### src/rtl/maze_query_if.sv
`default_nettype none
// ============================================================================
// Module      : maze_query_if
// Description : Bundle between the movers (requesters), the shared tile ROM
//               and the maze query arbiter.
//               master : requesters + ROM side (drives req/coords/rom_data)
//               slave  : arbiter side (drives rom_addr/rom_rd/done/busy/map*)
//   req      N_REQ      per-requester level request
//   reqX/Y/S N_REQ*10   packed centre X, centre Y, half-size (slice i = [10i+9:10i])
//   rom_addr ADDR_W     tile ROM address
//   rom_rd   1          ROM read enable (data valid one cycle later)
//   rom_data 5          tile code from ROM
//   done     N_REQ      one-hot completion pulse
//   busy     1          arbiter not idle
//   mapL/R/B/T 5        probe results of the last completed query
// Revision    : 1.0 - initial release
// ============================================================================
interface maze_query_if #(
  parameter int N_REQ  = 5,
  parameter int ADDR_W = 12
);
  logic [N_REQ-1:0]    req;
  logic [N_REQ*10-1:0] reqX;
  logic [N_REQ*10-1:0] reqY;
  logic [N_REQ*10-1:0] reqS;
  logic [ADDR_W-1:0]   rom_addr;
  logic                rom_rd;
  logic [4:0]          rom_data;
  logic [N_REQ-1:0]    done;
  logic                busy;
  logic [4:0]          mapL;
  logic [4:0]          mapR;
  logic [4:0]          mapB;
  logic [4:0]          mapT;

  modport master (
    output req, reqX, reqY, reqS, rom_data,
    input  rom_addr, rom_rd, done, busy, mapL, mapR, mapB, mapT
  );

  modport slave (
    input  req, reqX, reqY, reqS, rom_data,
    output rom_addr, rom_rd, done, busy, mapL, mapR, mapB, mapT
  );
endinterface
`default_nettype wire

### src/rtl/maze_query_arbiter.sv
`default_nettype none
// ============================================================================
// Module      : maze_query_arbiter
// Description : Round-robin arbiter sharing the single-port maze tile ROM.
//               A granted requester's centre/half-size is latched, then four
//               probe tiles (left, right, below, above) are read on a fixed
//               7-cycle schedule and returned on mapL/mapR/mapB/mapT.
//   Clk      in   system clock, all state on posedge
//   Reset    in   synchronous, active-high
//   bus      slave modport of maze_query_if (requests, ROM port, results)
// Revision    : 1.0 - initial release
// ============================================================================
module maze_query_arbiter #(
  parameter int         N_REQ      = 5,
  parameter int         MAP_COLS   = 50,
  parameter int         MAP_ROWS   = 56,
  parameter int         TILE_SHIFT = 3,
  parameter int         ADDR_W     = 12,
  parameter logic [4:0] OOB_CODE   = 5'h1F
) (
  input  logic         Clk,
  input  logic         Reset,
  maze_query_if.slave  bus
);

  localparam int IDX_W = (N_REQ > 1) ? $clog2(N_REQ) : 1;
  localparam logic [IDX_W-1:0] PTR_RST = IDX_W'(N_REQ - 1);

  localparam logic [2:0] S_IDLE  = 3'd0;
  localparam logic [2:0] S_RD_L  = 3'd1;
  localparam logic [2:0] S_RD_R  = 3'd2;
  localparam logic [2:0] S_RD_B  = 3'd3;
  localparam logic [2:0] S_RD_T  = 3'd4;
  localparam logic [2:0] S_DRAIN = 3'd5;
  localparam logic [2:0] S_DONE  = 3'd6;

  // --------------------------------------------------------------------------
  // Unpacked view of the per-requester coordinates
  // --------------------------------------------------------------------------
  logic [9:0] req_x [N_REQ];
  logic [9:0] req_y [N_REQ];
  logic [9:0] req_s [N_REQ];

  generate
    for (genvar i = 0; i < N_REQ; i++) begin : g_unpack
      assign req_x[i] = bus.reqX[10*i +: 10];
      assign req_y[i] = bus.reqY[10*i +: 10];
      assign req_s[i] = bus.reqS[10*i +: 10];
    end
  endgenerate

  // --------------------------------------------------------------------------
  // State
  // --------------------------------------------------------------------------
  logic [2:0]       state_q, state_d;
  logic [IDX_W-1:0] ptr_q, ptr_d;        // last grantee; also the current one
  logic [9:0]       x_q, x_d;
  logic [9:0]       y_q, y_d;
  logic [9:0]       s_q, s_d;
  logic             oob_q, oob_d;        // previous slot was out of the maze
  logic [4:0]       stage_l_q, stage_l_d;
  logic [4:0]       stage_r_q, stage_r_d;
  logic [4:0]       stage_b_q, stage_b_d;
  logic [4:0]       map_l_q, map_l_d;
  logic [4:0]       map_r_q, map_r_d;
  logic [4:0]       map_b_q, map_b_d;
  logic [4:0]       map_t_q, map_t_d;

  // --------------------------------------------------------------------------
  // Round-robin pick: first set request starting just above the last grantee
  // --------------------------------------------------------------------------
  logic             found;
  logic [IDX_W-1:0] pick_idx;

  always_comb begin : p_pick
    int idx;
    idx      = 0;
    found    = 1'b0;
    pick_idx = ptr_q;
    for (int k = 1; k <= N_REQ; k++) begin
      idx = (int'(ptr_q) + k) % N_REQ;
      if (!found && bus.req[idx]) begin
        found    = 1'b1;
        pick_idx = IDX_W'(idx);
      end
    end
  end

  // --------------------------------------------------------------------------
  // Probe geometry. 12-bit signed arithmetic so that X+S+1 never wraps and a
  // negative coordinate is visible in the sign bit.
  // --------------------------------------------------------------------------
  logic signed [11:0] xs, ys, ss, px, py;
  logic [11:0]        px_u, py_u;
  logic [31:0]        col_w, row_w;
  logic               probe_active;
  logic               probe_oob;

  always_comb begin
    xs = $signed({2'b00, x_q});
    ys = $signed({2'b00, y_q});
    ss = $signed({2'b00, s_q});
    px = xs;
    py = ys;
    probe_active = 1'b1;
    case (state_q)
      S_RD_L:  px = xs - ss - 12'sd1;
      S_RD_R:  px = xs + ss + 12'sd1;
      S_RD_B:  py = ys + ss + 12'sd1;
      S_RD_T:  py = ys - ss - 12'sd1;
      default: probe_active = 1'b0;
    endcase
    px_u      = px;
    py_u      = py;
    col_w     = 32'(px_u >> TILE_SHIFT);
    row_w     = 32'(py_u >> TILE_SHIFT);
    probe_oob = px[11] | py[11] |
                (col_w >= 32'(MAP_COLS)) | (row_w >= 32'(MAP_ROWS));
  end

  // --------------------------------------------------------------------------
  // FSM: state register
  // --------------------------------------------------------------------------
  always_ff @(posedge Clk) begin
    if (Reset) begin
      state_q <= S_IDLE;
    end else begin
      state_q <= state_d;
    end
  end

  // --------------------------------------------------------------------------
  // FSM: next state (fixed schedule once granted)
  // --------------------------------------------------------------------------
  always_comb begin
    state_d = state_q;
    case (state_q)
      S_IDLE:  if (found) state_d = S_RD_L;
      S_RD_L:  state_d = S_RD_R;
      S_RD_R:  state_d = S_RD_B;
      S_RD_B:  state_d = S_RD_T;
      S_RD_T:  state_d = S_DRAIN;
      S_DRAIN: state_d = S_DONE;
      S_DONE:  state_d = S_IDLE;
      default: state_d = S_IDLE;
    endcase
  end

  // --------------------------------------------------------------------------
  // FSM: outputs
  // --------------------------------------------------------------------------
  always_comb begin
    bus.busy     = (state_q != S_IDLE);
    bus.rom_rd   = probe_active && !probe_oob;
    bus.rom_addr = '0;
    if (bus.rom_rd) begin
      bus.rom_addr = ADDR_W'(row_w * 32'(MAP_COLS) + col_w);
    end
    for (int i = 0; i < N_REQ; i++) begin
      bus.done[i] = (state_q == S_DONE) && (ptr_q == IDX_W'(i));
    end
  end

  assign bus.mapL = map_l_q;
  assign bus.mapR = map_r_q;
  assign bus.mapB = map_b_q;
  assign bus.mapT = map_t_q;

  // --------------------------------------------------------------------------
  // Datapath next-state: grant latch and result capture
  // --------------------------------------------------------------------------
  logic [4:0] slot_code;

  always_comb begin
    ptr_d     = ptr_q;
    x_d       = x_q;
    y_d       = y_q;
    s_d       = s_q;
    stage_l_d = stage_l_q;
    stage_r_d = stage_r_q;
    stage_b_d = stage_b_q;
    map_l_d   = map_l_q;
    map_r_d   = map_r_q;
    map_b_d   = map_b_q;
    map_t_d   = map_t_q;

    // Data returned this cycle belongs to the probe issued last cycle.
    oob_d     = probe_active & probe_oob;
    slot_code = oob_q ? OOB_CODE : bus.rom_data;

    case (state_q)
      S_IDLE: begin
        if (found) begin
          ptr_d = pick_idx;
          for (int i = 0; i < N_REQ; i++) begin
            if (pick_idx == IDX_W'(i)) begin
              x_d = req_x[i];
              y_d = req_y[i];
              s_d = req_s[i];
            end
          end
        end
      end
      S_RD_R: stage_l_d = slot_code;
      S_RD_B: stage_r_d = slot_code;
      S_RD_T: stage_b_d = slot_code;
      // Commit all four together so map* only ever shows a complete query.
      S_DRAIN: begin
        map_l_d = stage_l_q;
        map_r_d = stage_r_q;
        map_b_d = stage_b_q;
        map_t_d = slot_code;
      end
      default: ;
    endcase
  end

  always_ff @(posedge Clk) begin
    if (Reset) begin
      ptr_q     <= PTR_RST;
      x_q       <= '0;
      y_q       <= '0;
      s_q       <= '0;
      oob_q     <= 1'b0;
      stage_l_q <= '0;
      stage_r_q <= '0;
      stage_b_q <= '0;
      map_l_q   <= '0;
      map_r_q   <= '0;
      map_b_q   <= '0;
      map_t_q   <= '0;
    end else begin
      ptr_q     <= ptr_d;
      x_q       <= x_d;
      y_q       <= y_d;
      s_q       <= s_d;
      oob_q     <= oob_d;
      stage_l_q <= stage_l_d;
      stage_r_q <= stage_r_d;
      stage_b_q <= stage_b_d;
      map_l_q   <= map_l_d;
      map_r_q   <= map_r_d;
      map_b_q   <= map_b_d;
      map_t_q   <= map_t_d;
    end
  end

endmodule
`default_nettype wire
### src/flat_wrapper.sv
// flat-port wrapper written by rule: the top's interface ports become plain ports
module maze_query_arbiter_flat 
#(
  parameter int         N_REQ      = 5,
  parameter int         MAP_COLS   = 50,
  parameter int         MAP_ROWS   = 56,
  parameter int         TILE_SHIFT = 3,
  parameter int         ADDR_W     = 12,
  parameter logic [4:0] OOB_CODE   = 5'h1F
)
  (Clk, Reset, bus_req, bus_reqX, bus_reqY, bus_reqS, bus_rom_data, bus_rom_addr, bus_rom_rd, bus_done, bus_busy, bus_mapL, bus_mapR, bus_mapB, bus_mapT);
  maze_query_if #(.N_REQ(N_REQ), .ADDR_W(ADDR_W)) bus_i ();
  input  logic Clk;
  input  logic Reset;
  input wire logic [$bits(bus_i.req)-1:0] bus_req;
  input wire logic [$bits(bus_i.reqX)-1:0] bus_reqX;
  input wire logic [$bits(bus_i.reqY)-1:0] bus_reqY;
  input wire logic [$bits(bus_i.reqS)-1:0] bus_reqS;
  input wire logic [$bits(bus_i.rom_data)-1:0] bus_rom_data;
  output wire logic [$bits(bus_i.rom_addr)-1:0] bus_rom_addr;
  output wire logic [$bits(bus_i.rom_rd)-1:0] bus_rom_rd;
  output wire logic [$bits(bus_i.done)-1:0] bus_done;
  output wire logic [$bits(bus_i.busy)-1:0] bus_busy;
  output wire logic [$bits(bus_i.mapL)-1:0] bus_mapL;
  output wire logic [$bits(bus_i.mapR)-1:0] bus_mapR;
  output wire logic [$bits(bus_i.mapB)-1:0] bus_mapB;
  output wire logic [$bits(bus_i.mapT)-1:0] bus_mapT;
  assign bus_i.req = bus_req;
  assign bus_i.reqX = bus_reqX;
  assign bus_i.reqY = bus_reqY;
  assign bus_i.reqS = bus_reqS;
  assign bus_i.rom_data = bus_rom_data;
  assign bus_rom_addr = bus_i.rom_addr;
  assign bus_rom_rd = bus_i.rom_rd;
  assign bus_done = bus_i.done;
  assign bus_busy = bus_i.busy;
  assign bus_mapL = bus_i.mapL;
  assign bus_mapR = bus_i.mapR;
  assign bus_mapB = bus_i.mapB;
  assign bus_mapT = bus_i.mapT;
  maze_query_arbiter #(.N_REQ(N_REQ), .MAP_COLS(MAP_COLS), .MAP_ROWS(MAP_ROWS), .TILE_SHIFT(TILE_SHIFT), .ADDR_W(ADDR_W), .OOB_CODE(OOB_CODE)) u_core (.Clk(Clk), .Reset(Reset), .bus(bus_i));
endmodule
### config.mk
export PLATFORM = sky130hd
export DESIGN_NAME = maze_query_arbiter_flat
export DESIGN_NICKNAME = d
export VERILOG_FILES = /design/src/rtl/maze_query_if.sv /design/src/rtl/maze_query_arbiter.sv /design/src/flat_wrapper.sv
export SDC_FILE = /design/constraint.sdc
export NUM_CORES = 1
export LEC_CHECK = 0
export CAP_MARGIN = 20
export CORE_MARGIN = 5
export CORE_UTILIZATION = 50
export DETAILED_ROUTE_END_ITERATION = 12
export GPL_ROUTABILITY_DRIVEN = 1
export GPL_TIMING_DRIVEN = 0
export PLACE_DENSITY = 0.87
export SKIP_LAST_GASP = 1
export SYNTH_ARGS = -nofsm -noshare
export SYNTH_HDL_FRONTEND = slang
export SYNTH_SLANG_ARGS = --single-unit
### constraint.sdc
create_clock -name Clk -period 17.8 [get_ports Clk]
set_input_delay 2.67 -clock Clk [delete_from_list [all_inputs] [get_ports Clk]]
set_output_delay 2.67 -clock Clk [all_outputs]
set_load 0.02 [all_outputs]
# After elaboration in Yosys (flattened, before gate mapping)
# Cells that the tools add are included.
[classes]
reduce_logical = 23
bitwise_logic = 4
n_div = 5
muxes = 47
eq_ne = 15
n_mul = 1
magnitude_cmp = 7
n_addsub = 14
[op_table]
columns = ["cell", "count"]
rows = [
  ["< comparator 32 x 5 -> 1 bit (second input constant)", 5],
  ["modulo 32 x 4 -> 32 bit (second input constant)", 5],
  ["two-way mux 10 bit", 15],
  ["case mux 12 bit (2 select lines)", 2],
  ["adder 12 x 2 -> 12 bit (second input constant)", 2],
  ["subtractor 12 x 2 -> 12 bit (second input constant)", 2],
  ["adder 10 x 10 -> 11 bit", 2],
  ["subtractor 10 x 10 -> 11 bit", 2],
  ["equality test 3 x 2 -> 1 bit (second input constant)", 6],
  [">= comparator 9 x 6 -> 1 bit (second input constant)", 2],
  ["two-way mux 3 bit", 6],
  ["case mux 3 bit (6 select lines)", 1],
  ["two-way mux 1 bit", 16],
  ["binary-select mux 1 bit (select 3 bit)", 5],
  ["equality test 3 bit (second input constant)", 5],
  ["adder 12 x 9 -> 12 bit", 1],
  ["two-way mux 12 bit", 1],
  ["multiplier 9 x 5 -> 11 bit (second input constant)", 1],
  ["logical AND 1 bit", 10],
  ["equality test 3 x 1 -> 1 bit (second input constant)", 3],
  ["logical NOT 3 bit", 3],
  ["adder 3 x 2 -> 4 bit (second input constant)", 2],
  ["adder 3 x 3 -> 4 bit (second input constant)", 2],
  ["logical NOT 1 bit", 5],
  ["10 further kinds", 12],
]
[word_totals]
input_bits = 162
reg_bits = 72
wordCells = 129

# Depth between registers and ports, before layout
# Gate-level depths: netlist of run 1.
[depth]
word_depth = 24
ltp_mapped = 25

# Least setup slack after synthesis of run 1
# OpenSTA, ideal clock, no wires.
[synth_timing]
path_type = "register to output"
startpoint = "reg u_core.s_q[1]"
endpoint = "out bus_rom_addr[10]"
path_slack_ps = 9431
t_arrival_ps = 5699
n_path_buf = 0
path_stages_with_launch = 21
cell_sequence = "dfxtp_1 > inv_1 > fa_1 > a21o_1 > a21oi_1 > xnor2_1 > or3_1 > a211oi_1 > o32ai_1 > nor2_1 > ha_1 > ha_1 > fa_1 > ha_1 > a21oi_1 > xnor2_1 > ha_1 > nor2b_1 > o21ai_0 > xor2_1 > nor4_1"
[synth_between]
elab_chain_len = 9
word_cells_on_any_way = 20
classes_between = "add/sub: 9; mul: 1; order compare: 2; mux: 3; bitwise: 3; reduce/logical: 2"
[synth_rtl]
columns = ["item", "line", "text"]
rows = [
  ["start: declaration", "maze_query_arbiter.sv:59", "logic [9:0] s_q, s_d;"],
  ["start signal: assignment", "maze_query_arbiter.sv:223", "s_q <= '0;"],
  ["start signal: assignment", "maze_query_arbiter.sv:236", "s_q <= s_d;"],
  ["branches (longest 8 deep; another with subtractor 12 x 2 -> 12 bit)", "-", ""],
  ["two-way mux 12 bit *", "maze_query_arbiter.sv:156", "if (bus.rom_rd) begin"],
  ["end: declaration", "flat_wrapper.sv:20", "output wire logic [$bits(bus_i.rom_addr)-1:0] bus_rom_addr;"],
]
# Mark *: on every way between the ends.

# Worst setup path in the final report of run 1
# Same ends and word-level chain as after synthesis.

==> results.py, run 1 <==
metrics = {
    "critical_path": {
        "crit_chain": "inv_1, fa_1, a21o_1, a21oi_1, xnor2_1, or3_1, a211oi_1, o32ai_1, nor2_1, ha_1, ha_1, fa_1, ha_1, a21oi_1, xnor2_1, ha_1, nor2b_1, o21ai_0, xor2_1, nor4_1, clkdlybuf4s50_1",
        "crit_fanout": 7,
        "worstPathArrival_ps": 7040,
        "cpPeakStageDelay_ps": 660,
        "cp-end-kind": "primary output",
        "crit_top_cell": "ha_1",
        "cpMaxStageDelayCell": "clkdlybuf4s50_1",
        "crit_buf_inv": 2,
        "critPathLaunchType": "register",
        "critPathKind": "reg2out",
        "path_delay_family": "adder cells",
        "required_ps": 15130,
    },
    "floorplan": {
        "die_w_um": 147,
        "die-area_um2": 21700,
        "core-area_um2": 18600,
        "die_h_um": 147,
        "pin_count": 201,
        "start_util_pct": 50.5,
        "num_rows": 50,
    },
    "yosys": {
        "postSynth.asyncResetShare_pct": 0,
        "synthSimpleGateAreaFrac_pct": 19.4,
        "synth.mux.area_fraction_pct": 5.31,
        "synth_common_cells": "nand2_1, inv_1, ha_1",
        "ys_seq_area_share_pct": 15.3,
        "ys_types": 86,
        "netlist_area_um2": 9420,
        "synth_top_family_by_area": "compound AO/OA/AOI/OAI gates",
        "synth_warnings": 0,
        "synth_top_area_share_pct": 15.3,
        "synthTopCellsByArea": "dfxtp_1, ha_1, a211oi_1, nand2_1, mux2i_1",
        "yosysMostFrequentCell": "nand2_1",
        "synth_flop_cell": "dfxtp_1",
        "synth_edf_count": 0,
        "ys_ff_latch": 72,
        "avgSynthCellArea_um2": 7.49,
        "synth-adder-area-share_pct": 15.2,
        "synth-compound-area-share_pct": 31.7,
        "synth_cells": 1258,
        "yosysTopAreaCell": "dfxtp_1",
        "syn-num-nets": 1529,
        "synth_xor_area_share_pct": 4.90,
    },
    "placement": {
        "gp_congestion": 0.992,
        "port_buffers": 197,
        "dp_hpwl_mm": 26.2,
        "pre_cts_ws_ps": 8470,
    },
    "routing": {
        "drt_wl_total_mm": 32.0,
        "route.vias.total": 10400,
        "drtIter0Drc": 707,
        "drc_errors": 0,
        "firstDrtPassIters": 5,
        "via_per_inst": 6.10,
        "ant_nets": 0,
        "post_drt_wl_per_cell_um": 18.8,
    },
    "clock_tree": {
        "cts_hold_buffers": 0,
        "cts.sinks": 72,
        "ctsResizeCount": 0,
        "clock_latency_ps": 350,
        "numCtsBuffers": 9,
        "postCtsSetupBuffers": 0,
        "cts.reportedPaths.clkPinSlew_ps": 60,
        "htreeDepth": 3,
        "clock_path_buffers": 2,
        "root_buffer": "clkbuf_16",
        "cts_tree": "yes",
    },
    "sta": {
        "finClkSkew_ps": 9.38,
        "tightest_slew_ps": 925,
        "rsz0062_at_grt": "no",
        "min_period_over_period_pct": 54.6,
        "finalCriticalPeriod_ps": 9710,
        "report.final.slew_viol_count": 0,
        "setup_slack_ps": 8090,
        "setup_viol": 0,
        "finalHoldViolCount": 0,
        "fin_tns_setup_ps": 0,
        "fmax_mhz": 103,
        "slew-limit-headroom_pct": 38.4,
    },
    "run_status": {
        "status": "complete, no violations",
    },
    "layout": {
        "diodes": 0,
        "n_fill_cell": 1593,
        "finalNetCount": 1738,
        "multi_input_area_um2": 7210,
        "seqCellArea_um2": 1440,
        "layout-drive-gt1-share_pct": 5.37,
        "syn2layout_area_growth_pct": 27.1,
    },
    "grt": {
        "grt_max_degree": 16,
        "grt_usage_pct": 28.6,
        "grt_pass1_vias": 10200,
        "grt_pass1_wl_mm": 51.2,
        "grt-ovfl-total": 0,
        "antenna_found_initial": 0,
    },
    "run": {
        "max_cap_viol_count": 0,
    },
    "min_path": {
        "hold_class": "reg2reg",
    },
}
==> sequential cells by signal, summed over array words and instances, names as in the netlist <==
signal,cells
u_core.s_q,10
u_core.x_q,10
u_core.y_q,10
u_core.bus.mapB,5
u_core.bus.mapL,5
u_core.bus.mapR,5
u_core.bus.mapT,5
u_core.stage_b_q,5
u_core.stage_l_q,5
u_core.stage_r_q,5
u_core.ptr_q,3
u_core.state_q,3
u_core.oob_q,1
==> cell type report <==
cell class / count / share of cell area (%)
Multi-Input combinational cell: 1001 / 60.2
Timing Repair Buffer: 198 / 16.5
Sequential cell: 72 / 12.0
Inverter: 111 / 3.48
Buffer: 74 / 2.93
Tap cell: 234 / 2.44
Clock buffer: 9 / 1.88
Clock inverter: 7 / 0.512
==> kinds of logic (layout without fill, tap and decap cells) <==
group,after synthesis,in the layout
DFF,72,72
xor gates and xnor gates,47,47
muxes,47,47
adders and majority gates,109,109
AOI/OAI and AO/OA,424,424
buffers and inverters,185,399
and+or+nand+nor,374,374
==> stage by stage <==
step / cell area (µm²) / hold slack [ps] / utilization, % / std cells
floorplan: 9420 / 432 / - / 1258
global placement: 11700 / 444 / 62.7 / 1689
detailed placement: 11700 / 449 / 62.7 / 1689
CTS: 12000 / 456 / 64.2 / 1705
global route: 12000 / 464 / 64.2 / 1706
finish: 12000 / 455 / 64.2 / 1706
==> worst paths after layout <==
path | slack [ps] | start | end | depth (start not counted)
hold / removal | 450 | u_core.bus.mapB[4] | u_core.bus.mapB[4] | 2
hold reg to reg | 450 | u_core.bus.mapB[4] | u_core.bus.mapB[4] | 2
setup reg to reg | 10730 | u_core.ptr_q[0] | u_core.y_q[3] | 23
setup / recovery | 8090 | u_core.s_q[1] | bus_rom_addr[10] | 21
==> cell usage in the layout (no fill, tap or decap), drive strengths merged, types with 19 or more instances in the layout <==
cell type | synthesis | final
a211oi | 88 | 88
a21o | 26 | 26
a21oi | 77 | 77
buf | 27 | 28
clkbuf | 47 | 56
clkdlybuf4s50 | 0 | 197
dfxtp | 72 | 72
ha | 100 | 100
inv | 111 | 114
mux2i | 41 | 41
nand2 | 127 | 127
nor2 | 80 | 80
nor3 | 25 | 25
nor4 | 20 | 20
o21a | 23 | 23
o21ai | 67 | 67
o22ai | 34 | 34
or3 | 19 | 19
xnor2 | 33 | 33
==> routing by layer <==
metal  share of wire, %  up-vias  wire length [µm]  GRT usage, %
li1                   -     5017                 -             -
met1                 40     4870             12700          34.8
met2                 49      430             15800          50.5
met4                3.8        0              1230          12.1
met3                7.2       88              2320          4.01
met5                  0        -                 0             0
==> worst reg2reg max path, stage by stage, from the launching register on <==
cell and delay, ps:
dfxtp_1 460, buf_4 260, inv_2 170, buf_1 580
ha_1 450, ha_1 310, buf_6 140, inv_1 70
ha_1 150, inv_1 40, ha_1 260, nor2b_1 290
a21oi_1 120, o311ai_0 470, a222oi_1 270, nor4_2 650
nor3_2 130, and3_1 250, o31ai_2 790, nand2_1 190
clkbuf_1 270, o22ai_1 260, a211oi_1 90, a211oi_1 260
Power of run 1 is not shown: default switching activity piles up to over one toggle a cycle in this logic, so the estimate is an artifact.
==> run 2, diff against run 1 <==
clock period = 9.8 ns   (was 17.8 ns; I/O delays follow)
==> results of run 2 <==
The final DEF is identical to that of run 1. Status: complete, no violations.
Main changes from that run: setup slack after placement 8470 ps -> 1670 ps; setup slack after layout 8090 ps -> 1290 ps; register-to-register setup slack 10730 ps -> 2730 ps
Power of run 2 is left out for the same reason.
